==> src/rtl/sc_mem_sequencer.sv <==
// Multi-cycle sequencer sharing one memory port between instruction fetch and
// load/store data access, with run/step control, retire counter and bus timeout.
module sc_mem_sequencer #(
    parameter int unsigned DBITS    = 32,
    parameter int unsigned TIMEOUT  = 15,
    parameter int unsigned CNT_BITS = 32
) (
    input  logic                clk,
    input  logic                reset_n,
    input  logic                run,
    input  logic                step,
    input  logic [DBITS-1:0]    pcOut,
    input  logic                isLoad,
    input  logic                isStore,
    input  logic [DBITS-1:0]    dataAddr,
    input  logic [DBITS-1:0]    storeData,
    output logic                memReq,
    output logic                memWe,
    output logic [DBITS-1:0]    memAddr,
    output logic [DBITS-1:0]    memWdata,
    input  logic [DBITS-1:0]    memRdata,
    input  logic                memAck,
    output logic [DBITS-1:0]    instrWord,
    output logic [DBITS-1:0]    loadData,
    output logic                lock,
    output logic                busy,
    output logic                fault,
    output logic [CNT_BITS-1:0] retired
);

    typedef enum logic [2:0] {
        S_IDLE,
        S_FETCH,
        S_EXEC,
        S_DATA,
        S_COMMIT,
        S_FAULT
    } state_t;

    localparam logic [7:0] TMO_LAST = 8'(TIMEOUT - 1);

    state_t              state_q, state_d;
    logic                mem_req_q, mem_req_d;
    logic                mem_we_q, mem_we_d;
    logic [DBITS-1:0]    mem_addr_q, mem_addr_d;
    logic [DBITS-1:0]    mem_wdata_q, mem_wdata_d;
    logic [DBITS-1:0]    instr_word_q, instr_word_d;
    logic [DBITS-1:0]    load_data_q, load_data_d;
    logic                lock_q, lock_d;
    logic                busy_q, busy_d;
    logic                fault_q, fault_d;
    logic [CNT_BITS-1:0] retired_q, retired_d;
    logic [7:0]          tmo_q, tmo_d;
    logic                ack;
    logic                tmo_hit;

    // An acknowledge only counts while a request is actually outstanding.
    assign ack     = memAck & mem_req_q;
    assign tmo_hit = (tmo_q == TMO_LAST);

    always_comb begin
        state_d      = state_q;
        mem_req_d    = mem_req_q;
        mem_we_d     = mem_we_q;
        mem_addr_d   = mem_addr_q;
        mem_wdata_d  = mem_wdata_q;
        instr_word_d = instr_word_q;
        load_data_d  = load_data_q;
        lock_d       = 1'b0;
        retired_d    = retired_q;
        tmo_d        = tmo_q;

        case (state_q)
            S_IDLE: begin
                if (run || step) begin
                    state_d    = S_FETCH;
                    mem_req_d  = 1'b1;
                    mem_we_d   = 1'b0;
                    mem_addr_d = pcOut;
                    tmo_d      = '0;
                end
            end
            S_FETCH: begin
                if (ack) begin
                    instr_word_d = memRdata;
                    mem_req_d    = 1'b0;
                    state_d      = S_EXEC;
                end else if (tmo_hit) begin
                    state_d   = S_FAULT;
                    mem_req_d = 1'b0;
                    mem_we_d  = 1'b0;
                end else begin
                    tmo_d = tmo_q + 8'd1;
                end
            end
            S_EXEC: begin
                // Load and store together resolves to a store via mem_we_d.
                if (isLoad || isStore) begin
                    state_d    = S_DATA;
                    mem_req_d  = 1'b1;
                    mem_we_d   = isStore;
                    mem_addr_d = dataAddr;
                    if (isStore) begin
                        mem_wdata_d = storeData;
                    end
                    tmo_d = '0;
                end else begin
                    state_d   = S_COMMIT;
                    lock_d    = 1'b1;
                    retired_d = retired_q + CNT_BITS'(1);
                end
            end
            S_DATA: begin
                if (ack) begin
                    if (!mem_we_q) begin
                        load_data_d = memRdata;
                    end
                    mem_req_d = 1'b0;
                    mem_we_d  = 1'b0;
                    state_d   = S_COMMIT;
                    lock_d    = 1'b1;
                    retired_d = retired_q + CNT_BITS'(1);
                end else if (tmo_hit) begin
                    state_d   = S_FAULT;
                    mem_req_d = 1'b0;
                    mem_we_d  = 1'b0;
                end else begin
                    tmo_d = tmo_q + 8'd1;
                end
            end
            S_COMMIT: begin
                if (run) begin
                    state_d    = S_FETCH;
                    mem_req_d  = 1'b1;
                    mem_we_d   = 1'b0;
                    mem_addr_d = pcOut;
                    tmo_d      = '0;
                end else begin
                    state_d = S_IDLE;
                end
            end
            S_FAULT: begin
                state_d = S_FAULT;
            end
            default: begin
                state_d   = S_IDLE;
                mem_req_d = 1'b0;
                mem_we_d  = 1'b0;
            end
        endcase

        busy_d  = (state_d != S_IDLE) && (state_d != S_FAULT);
        fault_d = fault_q | (state_d == S_FAULT);
    end

    always_ff @(posedge clk or negedge reset_n) begin
        if (!reset_n) begin
            state_q      <= S_IDLE;
            mem_req_q    <= 1'b0;
            mem_we_q     <= 1'b0;
            mem_addr_q   <= '0;
            mem_wdata_q  <= '0;
            instr_word_q <= '0;
            load_data_q  <= '0;
            lock_q       <= 1'b0;
            busy_q       <= 1'b0;
            fault_q      <= 1'b0;
            retired_q    <= '0;
            tmo_q        <= '0;
        end else begin
            state_q      <= state_d;
            mem_req_q    <= mem_req_d;
            mem_we_q     <= mem_we_d;
            mem_addr_q   <= mem_addr_d;
            mem_wdata_q  <= mem_wdata_d;
            instr_word_q <= instr_word_d;
            load_data_q  <= load_data_d;
            lock_q       <= lock_d;
            busy_q       <= busy_d;
            fault_q      <= fault_d;
            retired_q    <= retired_d;
            tmo_q        <= tmo_d;
        end
    end

    assign memReq    = mem_req_q;
    assign memWe     = mem_we_q;
    assign memAddr   = mem_addr_q;
    assign memWdata  = mem_wdata_q;
    assign instrWord = instr_word_q;
    assign loadData  = load_data_q;
    assign lock      = lock_q;
    assign busy      = busy_q;
    assign fault     = fault_q;
    assign retired   = retired_q;

endmodule

==> config.mk <==
export PLATFORM = sky130hd
export DESIGN_NAME = sc_mem_sequencer
export DESIGN_NICKNAME = d
export VERILOG_FILES = /design/src/rtl/sc_mem_sequencer.sv
export SDC_FILE = /design/constraint.sdc
export NUM_CORES = 1
export LEC_CHECK = 0
export ABC_AREA = 1
export CAP_MARGIN = 20
export CORE_MARGIN = 2
export CORE_UTILIZATION = 48
export CTS_BUF_LIST = sky130_fd_sc_hd__clkbuf_16
export CTS_CLUSTER_SIZE = 16
export DETAILED_ROUTE_END_ITERATION = 10
export PLACE_DENSITY = 0.95
export SETUP_SLACK_MARGIN = 0.05
export SYNTH_ARGS = -nofsm -noshare
export SYNTH_HDL_FRONTEND = slang
export SYNTH_SLANG_ARGS = --single-unit
export TNS_END_PERCENT = 30
==> constraint.sdc <==
create_clock -name clk -period 4.5 [get_ports clk]
set_clock_uncertainty 0.05 [all_clocks]
set_input_delay 0.9 -clock clk [delete_from_list [all_inputs] [get_ports clk]]
set_output_delay 0.9 -clock clk [all_outputs]
set_load 0.1 [all_outputs]
==> results.json, run 1 <==
{
  "firstDrtPassIters": 5,
  "ant_nets": 0,
  "crit_path_start_kind": "register",
  "critical_path_buf_inv_count": 1,
  "syn_to_final_growth_pct": 47.10,
  "tightest_slew_ps": 1108,
  "drc": 0,
  "maxSlewHeadroom_pct": 25.89,
  "finalHoldViolCount": 0,
  "grt_antenna_before_repair": 0,
  "synth_fa_ha_area_share_pct": 0.4759,
  "cp_top_family": "buffers and inverters",
  "fmax_mhz": 329.5,
  "synthMuxAreaShare_pct": 8.629,
  "syn_nets": 989,
  "fin_crit_ps": 3035,
  "reg2reg_depth": 5,
  "num_vias": 6918,
  "root_buffer": "clkbuf_16",
  "yosysSeqAreaShare_pct": 55.84,
  "synth-main-ff-cell": "dfrtp_1",
  "cts.repair.resized": 0,
  "final-setup-viol-count": 0,
  "grt_pass1_wl_um": 36140,
  "cp-end-kind": "output port",
  "synth_top_family_by_area": "simple AND/OR/NAND/NOR gates",
  "synth-simple-area-share_pct": 19.37,
  "synth_cell_types": 32,
  "syn_area_sq_mm": 0.007888,
  "drv_cap": 0,
  "crit_chain": "clkdlybuf4s50_1",
  "hold_buffers": 0,
  "ys_ff_latch": 176,
  "die_w_um": 132.2,
  "start_util_pct": 49.30,
  "final_cell_mix": "clkdlybuf4s50_1 (298), nand2_1 (257), dfrtp_1 (176)",
  "tns_ps": 0,
  "clock_path_buffers": 2,
  "async_flop_share_pct": 100.0,
  "cts_tree": "done",
  "critPathMaxStageDelay_ps": 1200,
  "yosysWarnings": 0,
  "overflow": 0,
  "io_buffers": 299,
  "nets": 1279,
  "grtUsageTotal_pct": 26.41,
  "gp_congestion": 0.9482,
  "drt_iter0_markers": 370,
  "worst-endpoint-arrival_ps": 2080,
  "required_ps": 3550,
  "drive_gt1_share_pct": 7.106,
  "min_path_cells": 2,
  "criticalPathCategory": "register to output port",
  "grt_pass1_vias": 7092,
  "n_antenna_cell": 0,
  "layout_commonest_cell": "clkdlybuf4s50_1",
  "wl_per_cell_um": 16.81,
  "viasPerCell": 5.050,
  "outcome": "finished clean",
  "insertion_delay_ps": 430,
  "die_h_um": 132.2,
  "cts.clk_slew.worst_paths_ps": 60,
  "core_region_area_sq_mm": 0.01600,
  "synth-compound-area-share_pct": 7.567,
  "critical_path_depth": 1,
  "avgSynthCellArea_sq_um": 9.269,
  "syn_inst": 851,
  "hpwl_um": 17230,
  "cts_max_level": 4,
  "grt_max_degree": 106,
  "wirelength_um": 23030,
  "cts_buffers": 17,
  "io_pins": 300,
  "hp-class": "register to register",
  "synth-edff-count": 0,
  "rsz0062_at_grt": "false",
  "synth_xor_area_share_pct": 2.443,
  "clock_sinks": 176,
  "maxSlewViolCount": 0,
  "cts_setup_buffers": 0,
  "worst_path_max_delay_cell": "clkdlybuf4s50_1",
  "critPathMaxFanout": 6,
  "fp.dieArea_sq_mm": 0.01747,
  "num_rows": 46,
  "timing.final.crit_share_pct": 67.44
}
## layer usage
metal	part of all wire, %	track usage, %	vias up
met4	2.6	10.57	0
met1	38	30.30	3255
met3	8.9	8.612	49
li1	-	-	3315
met2	50	45.80	299
met5	0	0	-
## cell type report
class / instances / area [sq um]
clock buffers: 17 / 425.4
clock inverters: 15 / 180.2
fillers: 1150 / 4398
inverters: 68 / 255.2
multi-input cells: 577 / 3045
flip-flops and latches: 176 / 4404
well taps: 216 / 270.3
repair buffers: 301 / 3022
## final timing paths
kind / from / endpoint / slack (ps)
hold / removal: loadData[1] / loadData[1] / 440
min in group asynchronous: reset_n / retired[5] / 490
hold reg to reg: loadData[1] / loadData[1] / 440
setup reg to reg: state_q[2] / memWdata[9] / 1860
setup / recovery: retired[29] / retired[29] / 1470
max in group asynchronous: reset_n / memWdata[31] / 3010
## synthesized netlist by cell type (9+ instances only)
cell type | n | area share (%)
xnor2_1 | 13 | 1.4
inv_1 | 64 | 3.0
o21ai_1 | 10 | 0.63
nand3b_1 | 9 | 0.86
mux2_2 | 32 | 4.6
nand3_1 | 21 | 1.3
xor2_1 | 9 | 1.0
dfrtp_1 | 176 | 56
clkbuf_1 | 9 | 0.43
mux2i_1 | 32 | 4.1
nand2_1 | 258 | 12
o21ai_0 | 100 | 6.3
nor2_1 | 63 | 3.0
## sequential cells by signal, summed over array words and instances (netlist names)
register   count
tmo_q          8
loadData      32
memAddr       32
fault          1
state_q        3
memReq         1
memWe          1
busy           1
lock           1
memWdata      32
instrWord     32
retired       32
## through the flow
step                cells  utilization [%]  area [sq um]  setup slack [ps]  hold WS (ps)
floorplan             851                -          7888              2289         452.4
global placement     1338            68.73         11000              1644         415.7
detailed placement   1338            68.73         11000              1492         416.6
CTS                  1370            72.51         11600              1453         439.7
global route         1370            72.51         11600              1405         462.0
finish               1370            72.51         11600              1465         435.8
## kinds of logic (layout without fill, tap and decap cells)
| family | Yosys count | in the layout |
|---|---|---|
| AND/OR/NAND/NOR | 371 | 371 |
| flip-flops | 176 | 176 |
| AO/OA/AOI/OAI | 117 | 117 |
| buffers and inverters | 98 | 401 |
| multiplexers | 64 | 64 |
| XOR/XNOR | 22 | 22 |
| adder cells (fa/ha/maj) | 3 | 3 |
Power of run 1 is not shown: default switching activity piles up to over one toggle a cycle in this logic, so the estimate is an artifact.
==> inputs of run 2 (changes only) <==
--- a/config.mk
+++ b/config.mk
@@ -8,11 +8,11 @@
 export ABC_AREA = 1
 export CAP_MARGIN = 20
 export CORE_MARGIN = 2
-export CORE_UTILIZATION = 48
+export CORE_UTILIZATION = 44
 export CTS_BUF_LIST = sky130_fd_sc_hd__clkbuf_16
 export CTS_CLUSTER_SIZE = 16
 export DETAILED_ROUTE_END_ITERATION = 10
-export PLACE_DENSITY = 0.95
+export PLACE_DENSITY = 0.9
 export SETUP_SLACK_MARGIN = 0.05
 export SYNTH_ARGS = -nofsm -noshare
 export SYNTH_HDL_FRONTEND = slang
==> constraint.sdc (replaced) <==
create_clock -name clk -period 2.83 [get_ports clk]
set_clock_uncertainty 0.05 [all_clocks]
set_input_delay 0.566 -clock clk [delete_from_list [all_inputs] [get_ports clk]]
set_output_delay 0.566 -clock clk [all_outputs]
set_load 0.1 [all_outputs]
==> results.json, run 2 (same netlist as run 1, synthesis figures left out) <==
{
  "outcome": "finished clean",
  "ant_nets": 0,
  "gp_congestion": 0.9571,
  "tightest_slew_ps": 610.6,
  "core_region_area_sq_mm": 0.01742,
  "io_pins": 300,
  "grt_max_degree": 65,
  "num_vias": 6930,
  "fmax_mhz": 442.5,
  "syn_to_final_growth_pct": 43.08,
  "final_cell_mix": "nand2_1 (257), dfrtp_1 (176), buf_4 (171)",
  "crit_path_start_kind": "register",
  "required_ps": 3080,
  "num_rows": 48,
  "tns_ps": 0,
  "worst_r2r_startpoint": "state_q[2]",
  "crit_start": "state_q[2]",
  "timing.final.crit_share_pct": 79.85,
  "root_buffer": "clkbuf_16",
  "hold_buffers": 0,
  "rsz0062_at_grt": "false",
  "die_h_um": 137.9,
  "cts.clk_slew.worst_paths_ps": 70,
  "start_util_pct": 45.29,
  "io_buffers": 299,
  "grtUsageTotal_pct": 23.43,
  "drt_iter0_markers": 340,
  "viasPerCell": 4.993,
  "clock_sinks": 176,
  "nets": 1288,
  "maxSlewViolCount": 0,
  "insertion_delay_ps": 420,
  "fp.dieArea_sq_mm": 0.01901,
  "drc": 0,
  "cp-end-kind": "register",
  "rrSetupSlack_ps": 570,
  "finish.utilization_pct": 64.80,
  "cts.repair.resized": 0,
  "drive_gt1_share_pct": 21.93,
  "fin_crit_ps": 2260,
  "die_w_um": 137.9,
  "timing.rr.end": "memWdata[27]",
  "grt_antenna_before_repair": 0,
  "reg2reg_depth": 7,
  "hpwl_um": 16710,
  "maxSlewHeadroom_pct": 59.29,
  "cts_max_level": 4,
  "worst-endpoint-arrival_ps": 2510,
  "n_antenna_cell": 0,
  "grt_pass1_wl_um": 34230,
  "wl_per_cell_um": 15.92,
  "cts_buffers": 17,
  "firstDrtPassIters": 9,
  "criticalPathCategory": "register to register",
  "overflow": 0,
  "finalHoldViolCount": 0,
  "grt_pass1_vias": 6887,
  "hp-class": "primary input to asynchronous set/reset pin",
  "drv_cap": 0,
  "final-setup-viol-count": 0,
  "clock_path_buffers": 2,
  "critPathMaxFanout": 35,
  "cts_setup_buffers": 0,
  "wirelength_um": 22100,
  "layout_commonest_cell": "nand2_1",
  "cts_tree": "done"
}
-- run 2: layer usage --
| layer | global-route usage, % | part of all wire (%) | vias up |
|---|---|---|---|
| li1 | - | - | 3329 |
| met3 | 8.553 | 9.9 | 35 |
| met2 | 38.48 | 49 | 259 |
| met5 | 0 | 0 | - |
| met1 | 28.40 | 39 | 3307 |
| met4 | 8.503 | 1.9 | 0 |
-- run 2: final cells by class --
type,instances,area [sq um]
Tap cell,225,281.5
Fill cell,1347,6131
Clock inverter,15,147.6
Inverter,68,255.2
Timing Repair Buffer,310,2726
Multi-Input combinational cell,577,3045
Clock buffer,17,425.4
Sequential cell,176,4404
-- run 2: how the worst max path moves through the flow --
stage / cells after the start / slack [ps] / end
6_report: 7 / 570 / memWdata[27]
5_1_grt: 9 / 480 / tmo_q[1]
4_1_cts: 7 / 580 / memWdata[27]
3_5_place_dp: 9 / 540 / memAddr[19]
3_3_place_gp: 8 / 430 / memAddr[19]
2_1_floorplan: 8 / 620 / retired[10]
-- run 2: critical path, cell delays in order (launching register included) --
cell and delay (ps):
dfrtp_1 460, inv_2 150, nand2_2 110, nor2_8 110, buf_4 510, nand2_2 70, buf_4 300, mux2_2 340
-- run 2: per-stage QoR --
step / worst slack [ps] / hold slack, ps / cell area [sq um] / instances
after global placement: 425.2 / 401.2 / 10690 / 1355
after floorplan: 619.4 / 220.4 / 7888 / 851
after detailed placement: 536.9 / 412.0 / 10710 / 1356
final: 570.2 / 44.80 / 11290 / 1388
after CTS: 575.3 / 40.03 / 11290 / 1388
after global routing: 481.9 / 62.49 / 11290 / 1388
Power of run 2 is left out for the same reason.
